### src/rtl/wvb_overflow_mgr.sv
// wvb_overflow_mgr: waveform buffer fill tracking with throttle/overflow trigger gating
module wvb_overflow_mgr #(
  parameter int P_ADR_WIDTH = 12,
  parameter int P_CNT_WIDTH = 16
) (
  input  logic                   clk,
  input  logic                   rst_n,
  input  logic [P_ADR_WIDTH-1:0] wvb_wr_addr,
  input  logic [P_ADR_WIDTH-1:0] stop_addr,
  input  logic                   wvb_rddone,
  input  logic                   hdr_full,
  input  logic [P_ADR_WIDTH-1:0] hi_thresh,
  input  logic [P_ADR_WIDTH-1:0] lo_thresh,
  input  logic                   trig_in,
  input  logic                   cnt_clr,
  output logic                   trig_out,
  output logic                   overflow,
  output logic                   throttle,
  output logic                   ovf_seen,
  output logic [15:0]            wvb_wused,
  output logic [P_CNT_WIDTH-1:0] n_dropped
);
  typedef enum logic [1:0] {S_OK, S_THROTTLE, S_OVF} state_t;
  state_t state, state_nxt;
  logic [P_ADR_WIDTH-1:0] last_rd_addr, used;
  logic full, drop;
  // occupancy is computed from the pre-update read pointer; wrap-around is intended
  assign used = wvb_wr_addr - (last_rd_addr + 1'b1);
  assign full = hdr_full | (wvb_wr_addr == last_rd_addr);
  assign drop = trig_in & (state != S_OK);
  // next-state: full always wins over the threshold comparisons
  always_comb begin
    state_nxt = state;
    if (full) state_nxt = S_OVF;
    else if (state == S_OK) state_nxt = (used >= hi_thresh) ? S_THROTTLE : S_OK;
    else state_nxt = (used <= lo_thresh) ? S_OK : S_THROTTLE;
  end
  // state, read pointer and registered status outputs
  always_ff @(posedge clk or negedge rst_n) begin
    if (!rst_n) begin
      state        <= S_OK;
      last_rd_addr <= '1;
      trig_out     <= 1'b0;
      overflow     <= 1'b0;
      throttle     <= 1'b0;
      ovf_seen     <= 1'b0;
      wvb_wused    <= '0;
      n_dropped    <= '0;
    end else begin
      state     <= state_nxt;
      if (wvb_rddone) last_rd_addr <= stop_addr;
      trig_out  <= trig_in & (state == S_OK);
      overflow  <= state_nxt == S_OVF;
      throttle  <= state_nxt != S_OK;
      wvb_wused <= 16'(used);
      if (state_nxt == S_OVF && state != S_OVF) ovf_seen <= 1'b1;
      else if (cnt_clr) ovf_seen <= 1'b0;
      if (cnt_clr) n_dropped <= '0;
      else if (drop && !(&n_dropped)) n_dropped <= n_dropped + 1'b1;
    end
  end
endmodule

### config.mk
export PLATFORM = sky130hd
export DESIGN_NAME = wvb_overflow_mgr
export DESIGN_NICKNAME = d
export VERILOG_FILES = /design/src/rtl/wvb_overflow_mgr.sv
export SDC_FILE = /design/constraint.sdc
export NUM_CORES = 1
export LEC_CHECK = 0
export CAP_MARGIN = 10
export CORE_UTILIZATION = 48
export DETAILED_ROUTE_END_ITERATION = 6
export PLACE_DENSITY_LB_ADDON = 0.15
export SLEW_MARGIN = 20
export SYNTH_ARGS = -nofsm -noshare
export SYNTH_HDL_FRONTEND = slang
export SYNTH_SLANG_ARGS = --single-unit
### constraint.sdc
create_clock -name clk -period 3.5 [get_ports clk]
set_input_delay 0.7 -clock clk [delete_from_list [all_inputs] [get_ports clk]]
set_output_delay 0.7 -clock clk [all_outputs]
set_load 0.1 [all_outputs]
==> results.sh <==
export IMPL_max_vdd_ir_drop_v=0.000445
export IMPL_critPathLaunchType="input pin"
export IMPL_routed_wl_um=7720
export IMPL_via_per_inst=5.28
export IMPL_yosysUniqueCellTypes=51
export IMPL_cp_end_kind="flop"
export IMPL_pin_count=90
export IMPL_hold_viol=0
export IMPL_dieArea_sq_um=6660
export IMPL_arrival_ps=3590
export IMPL_chipHeight_um=81.6
export IMPL_antenna_cells=0
export IMPL_hold_buffers=0
export IMPL_status="finished clean"
export IMPL_n_fill_cell=438
export IMPL_netlist_area_sq_um=3040
export IMPL_cts_root_buf="clkbuf_8"
export IMPL_hold_class="in -> async"
export IMPL_grt_pass1_wl_um=12100
export IMPL_track_usage_pct=23.9
export IMPL_first_global_vias=2761
export IMPL_hpwl_um=5660
export IMPL_ys_seq_area_share_pct=38.3
export IMPL_share_comb_of_total_power_pct=49.9
export IMPL_setup_viol=0
export IMPL_worst_path_max_fanout=4
export IMPL_intPower_mw=1.31
export IMPL_leakagePower_nw=2.08
export IMPL_finalMaxSlewViolations=0
export IMPL_wl_per_cell_um=14.4
export IMPL_clkTransAtPathRegs_ps=80
export IMPL_maxCapViolCount=0
export IMPL_grt_max_degree=47
export IMPL_power_frac_seq_pct=28.1
export IMPL_area_delta_synth_final_pct=47.3
export IMPL_drc=0
export IMPL_grt_overflow_total=0
export IMPL_synth_ff_type="dfrtp_1"
export IMPL_path_class="in -> reg"
export IMPL_clkSinkCount=46
export IMPL_syn_inst=335
export IMPL_cts_buffer_depth=2
export IMPL_ys_ff_latch=46
export IMPL_drive_gt1_share_pct=22.8
export IMPL_synth_async_reset_ratio_pct=100
export IMPL_clock_latency_ps=310
export IMPL_antenna_found_initial=0
export IMPL_numCtsBuffers=5
export IMPL_synth_area_per_cell_sq_um=9.08
export IMPL_netSwitchingPower_mw=0.920
export IMPL_dr_total_vias=2827
export IMPL_fin_crit_sh_pct=98.1
export IMPL_skew_ps=14.6
export IMPL_rows=28
export IMPL_fp_coreArea_sq_um=6030
export IMPL_p_per_area_nw_per_um2=499
export IMPL_dr_pass1_iters=4
export IMPL_switching_share_pct=41.2
export IMPL_num_nets_final=550
export IMPL_finalNonFillerCells=535
export IMPL_cts_tree="yes"
export IMPL_max_slew_margin_rel_pct=33.4
export IMPL_ys_warn_count=0
export IMPL_htreeDepth=2
export IMPL_clockPowerShare_pct=22.0
export IMPL_critPathRequiredTime_ps=3650
export IMPL_fmax_ghz=0.291
export IMPL_dp_cells=519
export IMPL_start_util_pct=50.5
export IMPL_ant_nets=0
export IMPL_port_buffer_count=85
export IMPL_min_period_ps=3430
export IMPL_gp_congestion=0.787
export IMPL_power_mw=2.23
export IMPL_drt_iter0_drc=89
export IMPL_die_w_um=81.6
export IMPL_synth_edff_count=0
export IMPL_tightest_slew_ps=996
-- metal layers --
| metal | GRT usage (%) | wire [um] |
|---|---|---|
| met5 | 0 | 0 |
| met4 | 8.25 | 116 |
| met3 | 3.89 | 370 |
| met2 | 41.4 | 3880 |
| met1 | 30.0 | 3350 |
-- critical path: stages --
cell             delay (ps)
clkdlybuf4s50_1         410
ha_1                    310
buf_4                   160
nand3_1                 130
nor2_2                   70
o31a_1                  360
buf_4                   160
nor2_1                  300
ha_1                    330
a21oi_1                 120
o21ai_0                  80
a211o_1                 240
o211ai_1                110
a21oi_1                 100
-- power by group through the flow --
stage	combinational (mW)	sequential, mW	clock, mW
finish	1.12	0.628	0.491
global route	1.19	0.634	0.524
CTS	1.03	0.628	0.499
detailed placement	1.01	0.637	0
global placement	0.977	0.636	0
floorplan	0.325	0.977	0
-- worst paths after layout --
check / startpoint / end / slack, ps / cells after the start
worst max register to register: last_rd_addr[0] / state[0] / 190 / 17
max in group asynchronous: rst_n / wvb_wused[9] / 2710 / 1
min in group clk: last_rd_addr[10] / last_rd_addr[10] / 510 / 2
worst min-delay path: rst_n / wvb_wused[3] / 380 / 1
worst max-delay path: wvb_wr_addr[4] / state[0] / 70 / 14
worst min register to register: last_rd_addr[10] / last_rd_addr[10] / 510 / 2
-- cell usage after synthesis (4+ instances only) --
master    n  area, sq um
a21oi_1  15         75.1
buf_4     4         30.0
dfrtp_1  34          851
dfstp_2  12          315
ha_1     36          450
inv_1    45          169
nand2_1  22         82.6
nand3_1   9         45.0
nand4_1  10         62.6
nor2_1   31          116
nor2b_1   5         31.3
nor3_1   10         50.1
o21ai_0  26          130
xnor2_1  15          131
xor2_1    6         52.6
-- cells in the final DEF (no fill, tap or decap), types with 5 or more instances in the layout --
| cell type | synthesis | routed |
|---|---|---|
| clkbuf_8 | 0 | 6 |
| o21ai_0 | 26 | 22 |
| dfrtp_1 | 34 | 34 |
| inv_1 | 45 | 43 |
| ha_1 | 36 | 31 |
| xor2_1 | 6 | 5 |
| dfstp_2 | 12 | 12 |
| nand4_1 | 10 | 10 |
| nor3_1 | 10 | 10 |
| buf_4 | 4 | 52 |
| xnor2_1 | 15 | 15 |
| nor2_1 | 31 | 29 |
| clkdlybuf4s50_1 | 0 | 68 |
| nand2_1 | 22 | 21 |
| nand3_1 | 9 | 9 |
| a21oi_1 | 15 | 11 |
-- layout make-up --
class | instances | area [sq um] | share of cell area (%)
Multi-Input combinational cell | 238 | 1800 | 40.2
Sequential cell | 46 | 1170 | 26.0
Timing Repair Buffer | 123 | 1110 | 24.7
Inverter | 45 | 169 | 3.77
Tap cell | 75 | 93.8 | 2.09
Clock buffer | 6 | 82.6 | 1.84
Clock inverter | 2 | 60.1 | 1.34
-- per-stage QoR --
stage / setup WS (ps) / util, % / hold slack [ps] / setup TNS [ps] / instance area (sq um)
6_report: 66.4 / 74.4 / 384 / 0 / 4480
5_1_grt: -18.0 / 74.4 / 428 / -18.0 / 4480
4_1_cts: 3.17 / 71.6 / 516 / 0 / 4310
3_5_place_dp: -583 / 68.6 / 500 / -1140 / 4140
3_3_place_gp: -491 / 68.6 / 492 / -956 / 4140
2_1_floorplan: 34.8 / - / 404 / 0 / 3050
-- cells by family (layout without fill, tap and decap cells) --
group	Yosys count	count (layout)	share of synthesized area (%)
DFF	46	46	38.3
and+or+nand+nor	112	112	19.9
xor gates and xnor gates	21	21	6.05
adders and majority gates	37	37	15.5
AOI/OAI and AO/OA	62	62	12.2
muxes	2	2	0.740
buffers and inverters	54	176	7.20
other	1	4	0.123
-- state kept, by name, summed over array words and instances, names as in the netlist --
name / count
n_dropped: 16
last_rd_addr: 12
trig_out: 1
ovf_seen: 1
throttle: 1
wvb_wused: 12
state: 2
overflow: 1
-- repair_timing --
item                       CTS  global route
resized for setup            7            27
pin swaps                    3            21
setup endpoints to repair    2             2
buffers inserted             2             6
(Power assumes the default switching activity.)
